**config.mk**
```make
export PLATFORM = sky130hd
export DESIGN_NAME = cam_rgb2gray_pipe
export DESIGN_NICKNAME = d
export VERILOG_FILES = /design/src/rtl/cam_rgb2gray_pipe.sv
export SDC_FILE = /design/constraint.sdc
export NUM_CORES = 1
export LEC_CHECK = 0
export BUFFER_PORTS_ARGS = -buffer_cell sky130_fd_sc_hd__buf_2
export CAP_MARGIN = 20
export CORE_UTILIZATION = 60
export CTS_BUF_LIST = sky130_fd_sc_hd__clkbuf_2 sky130_fd_sc_hd__clkbuf_4 sky130_fd_sc_hd__clkbuf_8
export CTS_CLUSTER_DIAMETER = 50
export DETAILED_ROUTE_END_ITERATION = 12
export GPL_TIMING_DRIVEN = 0
export PLACE_DENSITY = 0.79
export SLEW_MARGIN = 10
export SYNTH_ARGS = -nofsm -noshare
export SYNTH_HDL_FRONTEND = slang
export SYNTH_SLANG_ARGS = --single-unit
export TNS_END_PERCENT = 10
```
**constraint.sdc**
```tcl
create_clock -name clk -period 5.3 [get_ports clk]
set_input_delay 1.59 -clock clk [delete_from_list [all_inputs] [get_ports clk]]
set_output_delay 1.59 -clock clk [all_outputs]
set_load 0.03 [all_outputs]
```
**src/rtl/cam_rgb2gray_pipe.sv**
```systemverilog
// RGB to grayscale converter, PPC lanes per beat, selectable luma weights latched at start of frame.
// Latency 3 clk; one shared enable stalls all stages while out_valid & ~out_ready, and in_ready is that enable.
module cam_rgb2gray_pipe #(
  parameter int DATA_WIDTH = 8,
  parameter int PPC        = 2,
  parameter int COEF_W     = 8
) (
  input  logic                       clk,
  input  logic                       rst_n,
  input  logic [1:0]                 cfg_mode,
  input  logic [COEF_W-1:0]          cfg_coef_r,
  input  logic [COEF_W-1:0]          cfg_coef_g,
  input  logic [COEF_W-1:0]          cfg_coef_b,
  input  logic                       in_valid,
  output logic                       in_ready,
  input  logic                       in_sof,
  input  logic                       in_eol,
  input  logic [PPC*DATA_WIDTH-1:0]  in_red,
  input  logic [PPC*DATA_WIDTH-1:0]  in_green,
  input  logic [PPC*DATA_WIDTH-1:0]  in_blue,
  output logic                       out_valid,
  input  logic                       out_ready,
  output logic                       out_sof,
  output logic                       out_eol,
  output logic [PPC*DATA_WIDTH-1:0]  out_gray
);

  localparam int PW = DATA_WIDTH + COEF_W;
  localparam int SW = PW + 2;
  localparam int GW = SW - COEF_W;

  localparam logic [1:0] MODE_601 = 2'd0;
  localparam logic [1:0] MODE_709 = 2'd1;
  localparam logic [1:0] MODE_EQ  = 2'd2;
  localparam logic [1:0] MODE_CUS = 2'd3;

  // Built-in weights are defined at 8-bit scale and widened for larger COEF_W.
  localparam logic [COEF_W-1:0] W601_R = COEF_W'(77)  << (COEF_W - 8);
  localparam logic [COEF_W-1:0] W601_G = COEF_W'(150) << (COEF_W - 8);
  localparam logic [COEF_W-1:0] W601_B = COEF_W'(29)  << (COEF_W - 8);
  localparam logic [COEF_W-1:0] W709_R = COEF_W'(54)  << (COEF_W - 8);
  localparam logic [COEF_W-1:0] W709_G = COEF_W'(183) << (COEF_W - 8);
  localparam logic [COEF_W-1:0] W709_B = COEF_W'(19)  << (COEF_W - 8);
  localparam logic [COEF_W-1:0] WEQ_R  = COEF_W'(85)  << (COEF_W - 8);
  localparam logic [COEF_W-1:0] WEQ_G  = COEF_W'(86)  << (COEF_W - 8);
  localparam logic [COEF_W-1:0] WEQ_B  = COEF_W'(85)  << (COEF_W - 8);

  localparam logic [SW-1:0] RND  = SW'(1) << (COEF_W - 1);
  localparam logic [GW-1:0] GMAX = {2'b00, {DATA_WIDTH{1'b1}}};

  logic ce;
  logic accept;

  logic [COEF_W-1:0] cfg_w_r, cfg_w_g, cfg_w_b;
  logic [COEF_W-1:0] use_r, use_g, use_b;
  logic [COEF_W-1:0] act_r_q, act_g_q, act_b_q;
  logic [COEF_W-1:0] act_r_d, act_g_d, act_b_d;

  logic                    s1_vld_q, s1_sof_q, s1_eol_q;
  logic                    s1_vld_d, s1_sof_d, s1_eol_d;
  logic [PPC-1:0][PW-1:0]  s1_pr_q, s1_pg_q, s1_pb_q;
  logic [PPC-1:0][PW-1:0]  s1_pr_d, s1_pg_d, s1_pb_d;

  logic                    s2_vld_q, s2_sof_q, s2_eol_q;
  logic [PPC-1:0][SW-1:0]  s2_sum_q, s2_sum_d;

  logic                       out_vld_q, out_sof_q, out_eol_q;
  logic [PPC*DATA_WIDTH-1:0]  out_gray_q, out_gray_d;
  logic [GW-1:0]              g_tmp;

  assign ce       = ~(out_vld_q & ~out_ready);
  assign in_ready = ce;
  assign accept   = in_valid & ce;

  always_comb begin
    cfg_w_r = W601_R;
    cfg_w_g = W601_G;
    cfg_w_b = W601_B;
    case (cfg_mode)
      MODE_709: begin
        cfg_w_r = W709_R;
        cfg_w_g = W709_G;
        cfg_w_b = W709_B;
      end
      MODE_EQ: begin
        cfg_w_r = WEQ_R;
        cfg_w_g = WEQ_G;
        cfg_w_b = WEQ_B;
      end
      MODE_CUS: begin
        cfg_w_r = cfg_coef_r;
        cfg_w_g = cfg_coef_g;
        cfg_w_b = cfg_coef_b;
      end
      default: begin
        cfg_w_r = W601_R;
        cfg_w_g = W601_G;
        cfg_w_b = W601_B;
      end
    endcase
  end

  // The start-of-frame beat itself must already see the freshly selected set.
  always_comb begin
    use_r = in_sof ? cfg_w_r : act_r_q;
    use_g = in_sof ? cfg_w_g : act_g_q;
    use_b = in_sof ? cfg_w_b : act_b_q;
  end

  always_comb begin
    act_r_d = act_r_q;
    act_g_d = act_g_q;
    act_b_d = act_b_q;
    if (accept && in_sof) begin
      act_r_d = cfg_w_r;
      act_g_d = cfg_w_g;
      act_b_d = cfg_w_b;
    end
  end

  always_comb begin
    s1_vld_d = in_valid;
    s1_sof_d = in_valid & in_sof;
    s1_eol_d = in_valid & in_eol;
    s1_pr_d  = '0;
    s1_pg_d  = '0;
    s1_pb_d  = '0;
    for (int i = 0; i < PPC; i++) begin
      s1_pr_d[i] = PW'(in_red[i*DATA_WIDTH +: DATA_WIDTH])   * PW'(use_r);
      s1_pg_d[i] = PW'(in_green[i*DATA_WIDTH +: DATA_WIDTH]) * PW'(use_g);
      s1_pb_d[i] = PW'(in_blue[i*DATA_WIDTH +: DATA_WIDTH])  * PW'(use_b);
    end
  end

  always_comb begin
    s2_sum_d = '0;
    for (int i = 0; i < PPC; i++) begin
      s2_sum_d[i] = SW'(s1_pr_q[i]) + SW'(s1_pg_q[i]) + SW'(s1_pb_q[i]) + RND;
    end
  end

  // Clamp only matters for custom weights summing above unity.
  always_comb begin
    out_gray_d = '0;
    g_tmp      = '0;
    for (int i = 0; i < PPC; i++) begin
      g_tmp = GW'(s2_sum_q[i] >> COEF_W);
      out_gray_d[i*DATA_WIDTH +: DATA_WIDTH] =
        (g_tmp > GMAX) ? {DATA_WIDTH{1'b1}} : g_tmp[DATA_WIDTH-1:0];
    end
  end

  always_ff @(posedge clk or negedge rst_n) begin
    if (!rst_n) begin
      act_r_q <= W601_R;
      act_g_q <= W601_G;
      act_b_q <= W601_B;
    end else begin
      act_r_q <= act_r_d;
      act_g_q <= act_g_d;
      act_b_q <= act_b_d;
    end
  end

  always_ff @(posedge clk or negedge rst_n) begin
    if (!rst_n) begin
      s1_vld_q   <= 1'b0;
      s1_sof_q   <= 1'b0;
      s1_eol_q   <= 1'b0;
      s1_pr_q    <= '0;
      s1_pg_q    <= '0;
      s1_pb_q    <= '0;
      s2_vld_q   <= 1'b0;
      s2_sof_q   <= 1'b0;
      s2_eol_q   <= 1'b0;
      s2_sum_q   <= '0;
      out_vld_q  <= 1'b0;
      out_sof_q  <= 1'b0;
      out_eol_q  <= 1'b0;
      out_gray_q <= '0;
    end else if (ce) begin
      s1_vld_q   <= s1_vld_d;
      s1_sof_q   <= s1_sof_d;
      s1_eol_q   <= s1_eol_d;
      s1_pr_q    <= s1_pr_d;
      s1_pg_q    <= s1_pg_d;
      s1_pb_q    <= s1_pb_d;
      s2_vld_q   <= s1_vld_q;
      s2_sof_q   <= s1_sof_q;
      s2_eol_q   <= s1_eol_q;
      s2_sum_q   <= s2_sum_d;
      out_vld_q  <= s2_vld_q;
      out_sof_q  <= s2_sof_q;
      out_eol_q  <= s2_eol_q;
      out_gray_q <= out_gray_d;
    end
  end

  assign out_valid = out_vld_q;
  assign out_sof   = out_sof_q;
  assign out_eol   = out_eol_q;
  assign out_gray  = out_gray_q;

endmodule

```
# [Word-level counts from Yosys, hierarchy flattened]
# Cells that the tools add are included.
[totals] regBits=181 inputBits=80
[op_classes] n_addsub=6 multipliers=6 n_lt_le_gt_ge=2 eq_ne=3 n_mux=8 bitwise_logic=6 reduce_logical=1
[op_table] cell="$mul 8x8->16" count=6
[op_table] cell="$pmux 8 s3" count=3
[op_table] cell="$mux 8" count=5
[op_table] cell="$add 17x16->18" count=2
[op_table] cell="$add 18x8->18 const B" count=2
[op_table] cell="$add 16x16->17" count=2
[op_table] cell="$gt 10x8->1 const B" count=2
[op_table] cell="$and 1x1->1" count=4
[op_table] cell="$eq 2x2->1 const B" count=2
[op_table] cell="$eq 2x1->1 const B" count=1
[op_table] cell="$not 1->1" count=2
[op_table] cell="$logic_and 1x1->1" count=1

# [Logic depth before layout (Yosys ltp)]
[depth] word_depth=5 mapped_depth=21 mapped_depth_nobuf=20

# [Least setup slack after synthesis]
# Ideal clock, no wire load.
[synth_timing] path_kind="input to register" from="in cfg_mode[1]" to="reg s1_pg_q[14] (netlist bit)" setup_ns=0.069 arrival_time_ns=6.162 setup_slack_ns=-0.931 path_stages=19 path_cell_list="and2_1 -> buf_2 -> a31oi_1 -> clkbuf_1 -> nand2b_1 -> fa_1 -> fa_1 -> inv_1 -> fa_1 -> inv_1 -> fa_1 -> inv_1 -> ha_1 -> o21ai_0 -> nand2b_1 -> a31oi_2 -> o21ai_0 -> or4b_1 -> nand3_1"
[synth_between] elab_chain_cells=4 elab_cells_between_ends=6 classes_between="mul (1); eq/ne (3); mux (2)"
[synth_lines] element="from (decl)" line="10" text="input logic [1:0] cfg_mode,"
[synth_lines] element="$eq 2x2->1 / $eq 2x1->1 (equally long branches)" line="79" text="case (cfg_mode)"
[synth_lines] element="$pmux 8 s3 *" line="79"
[synth_lines] element="$mux 8 *" line="106" text="use_g = in_sof ? cfg_w_g : act_g_q;"
[synth_lines] element="$mul 8x8->16 *" line="130" text="s1_pg_d[i] = PW'(in_green[i*DATA_WIDTH +: DATA_WIDTH]) * PW'(use_g);"
[synth_lines] element="to (signal assigned)" line="186" text="s1_pg_q <= s1_pg_d;"
[synth_lines] element="to (decl)" line="61" text="logic [PPC-1:0][PW-1:0] s1_pr_q, s1_pg_q, s1_pb_q;"
# Every way passes the cells marked *; elsewhere a longest branch is shown, timed or not.
# A chain may end at the register's enable or synchronous reset.

# [Worst setup path after layout]
[layout_timing] from="in cfg_mode[1]" to="reg s1_pg_q[30] (netlist bit)"
# Same word-level chain as after synthesis.

==> flow_metrics.py <==
metrics = {
    "outcome": {
        "status": "finished, violations left",
        "violations": "negative setup slack",
    },
    "sta": {
        "hold_ws_ns": 0.483,
        "finalCriticalPeriod_ns": 5.73,
        "relSlewSlack_pct": 42.2,
        "hold_violations": 0,
        "tightest_slew_ns": 0.866,
        "finClkSkew_ns": 0.0164,
        "drv_slew": 0,
        "finalSetupViolCount": 42,
        "max_clock_freq_mhz": 175,
        "min_period_over_period_pct": 108,
        "fin_ws_ns": -0.425,
        "rsz0062_at_grt": "yes",
    },
    "routing": {
        "first_iter_violations": 1238,
        "routed_wl_microns": 57700,
        "drtAntennaViolNets": 0,
        "drtPass1Iterations": 5,
        "vias_per_cell": 5.80,
        "dr_total_vias": 17100,
        "drc": 0,
        "avgRoutedWirePerCell_microns": 19.5,
    },
    "critical_path": {
        "crit_path_frequent_cell": "fa_1",
        "crit_required_ns": 5.73,
        "start_kind": "primary input",
        "crit_arrival_ns": 6.16,
        "slowest_delay_ns": 0.53,
        "crit_chain": "buf_12, and2_4, buf_4, a31oi_4, clkbuf_8, nor2b_1, fa_1, fa_1, fa_1, inv_1, fa_1, inv_1, ha_1, a21o_1, a21o_1, a22o_1, a211o_1, a21oi_1, a31oi_1, nand2_1",
        "path_buf_inv": 5,
        "cp_max_fo": 9,
        "setup.worst_path.class": "primary input to flip-flop",
        "cp-end-kind": "flip-flop",
        "critical_path.top_delay_family": "adder cells",
        "slowest_stage": "fa_1",
    },
    "floorplan": {
        "coreArea_sq_mm": 0.0345,
        "dieArea_sq_mm": 0.0359,
        "die_h_microns": 190,
        "die_w_microns": 190,
        "num_rows": 68,
        "io_pins": 100,
        "start_util_pct": 61.1,
    },
    "grt": {
        "overflow": 0,
        "grt_pass1_vias": 17900,
        "grt_pass1_wl_microns": 91500,
        "track_usage_pct": 32.9,
        "antenna_found_initial": 1,
        "grt_max_degree": 101,
    },
    "placement": {
        "io_buffers": 99,
        "dp_hpwl_microns": 43500,
        "dp_slack_ns": -1.61,
        "gp_congestion": 0.923,
    },
    "cts": {
        "cts.sinks": 165,
        "cts_tree": "built",
        "clock_path_buffers": 2,
        "clkLatencyLatePin_ns": 0.50,
        "h-tree-depth": 4,
        "clock-root-buffer": "clkbuf_8",
        "cts_hold_buf": 0,
        "clkTransAtPathRegs_ns": 0.09,
        "cts_made_buffers": 17,
    },
    "finish": {
        "final_cell_mix": "311 x inv_1, 255 x ha_1, 237 x fa_1",
        "final_common_cell": "inv_1",
        "diodes": 0,
        "drive_above_1_share_pct": 18.5,
        "nNetsFinal": 3084,
        "syn_to_final_growth_pct": 16.7,
        "fillers": 2596,
    },
    "logic_synthesis": {
        "ys.flop_type": "dfrtp_1",
        "synthCells": 2299,
        "synth_edf_count": 0,
        "ys.warnings.count": 0,
        "ys_async_sr_fraction_pct": 100,
        "syn_avg_cell_area_sq_um": 9.18,
        "syn_area_sq_mm": 0.0211,
        "synth-seq-area-share_pct": 19.6,
        "ys_seq_elements": 165,
        "syn-num-nets": 2899,
        "synth_cell_types": 70,
    },
    "run": {
        "drv_cap": 0,
    },
    "min_path": {
        "hold_path.class": "flip-flop to flip-flop",
    },
}
==> synth_stat cells (6+ instances only) <==
cell type	count	area (sq um)
dfrtp_1	153	3830
o31ai_1	17	128
xor2_1	32	280
dfstp_2	12	315
nand2b_1	30	188
a21oi_1	93	465
a21o_1	25	188
inv_1	326	1220
mux2_2	13	146
clkbuf_1	51	191
o21ai_0	97	485
nor4_1	6	37.5
buf_2	10	50.1
or3_1	10	62.6
o21bai_1	10	75.1
o21ai_1	6	30.0
buf_1	10	37.5
nor2b_1	208	1300
ha_1	274	3430
and3_1	7	43.8
nor3_1	23	115
a211oi_1	9	67.6
xnor2_1	24	210
nand2_1	227	852
o21a_1	26	195
a31oi_1	10	62.6
o22a_1	16	140
nand3_1	26	130
nor2_1	95	357
fa_1	246	4920
nor3b_1	9	67.6
and2_1	119	744
==> worst min-delay path, cell delays in order, from the launching register on <==
cell and delay (ns):
dfrtp_1 0.35, nand2_1 0.05, nand2_1 0.05
==> through the flow <==
step / util (%) / std cells / TNS (ns) / instance area [sq um]
6_report: 71.3 / 2952 / -10.05 / 24600
5_1_grt: 71.3 / 2952 / -16.49 / 24600
4_1_cts: 69.8 / 2940 / -8.95 / 24100
3_5_place_dp: 66.0 / 2855 / -65.89 / 22800
3_3_place_gp: 65.8 / 2853 / -71.95 / 22700
2_1_floorplan: - / 2299 / -10.84 / 21700
==> state kept, by name (all words and copies together) (netlist names), 8 cells and up <==
| register | flops |
|---|---|
| out_gray | 16 |
| s2_sum_q | 10 |
| s1_pr_q | 32 |
| act_r_q | 8 |
| act_b_q | 8 |
| s1_pb_q | 32 |
| g_tmp | 10 |
| s1_pg_q | 32 |
| act_g_q | 8 |
==> layer usage <==
layer / part of all wire [%] / vias up / wire, microns / GRT usage, %
li1: - / 7809 / - / -
met1: 42 / 8615 / 24100 / 43.5
met2: 49 / 564 / 28000 / 54.9
met3: 5.7 / 126 / 3300 / 4.37
met4: 3.8 / 2 / 2200 / 12.8
met5: 0.023 / - / 13 / 0
==> kinds of logic after synthesis <==
logic type / after synthesis / synth area share [%]
flops: 165 / 19.6
mux: 18 / 0.931
xor+xnor: 56 / 2.32
compound gates: 357 / 10.9
buf+inv: 401 / 7.33
simple gates: 782 / 19.3
fa+ha+maj: 520 / 39.6
==> repair_timing <==
item                                    CTS  global route
cloned                                    1             3
setup buffers                            53            10
hold endpoints to repair                  0             0
pin swaps                                59            69
resized for setup                       123            96
endpoints found under the setup margin   60            55
==> final timing paths <==
kind / from / to / slack, ns / cells past startpoint
setup / recovery: cfg_mode[1] / s1_pg_q[30]$_DFFE_PN0N_ / -0.43 / 20
hold / removal: s2_sof_q$_DFFE_PN0N_ / s2_sof_q$_DFFE_PN0N_ / 0.48 / 2
setup reg to reg: act_g_q[7]$_DFFE_PN1P_ / s1_pg_q[30]$_DFFE_PN0N_ / 0.46 / 18
hold reg to reg: s2_sof_q$_DFFE_PN0N_ / s2_sof_q$_DFFE_PN0N_ / 0.48 / 2
max in group asynchronous: rst_n / act_r_q[2]$_DFFE_PN1P_ / 3.36 / 2
min in group asynchronous: rst_n / g_tmp[2]$_DFFE_PN0N_ / 1.03 / 1
==> final cells by class <==
cell class	instances	area, sq um	area share [%]
timing repair buffer	167	1190	4.82
multi-input combinational	1734	16500	67.1
sequential	165	4140	16.8
inverter	327	1230	5.00
buffer	72	568	2.31
clock inverter	12	144	0.584
clock buffer	20	269	1.09
tap	455	569	2.31
Power is not shown: default switching activity piles up to over one toggle a cycle in this logic, so the estimate is an artifact.
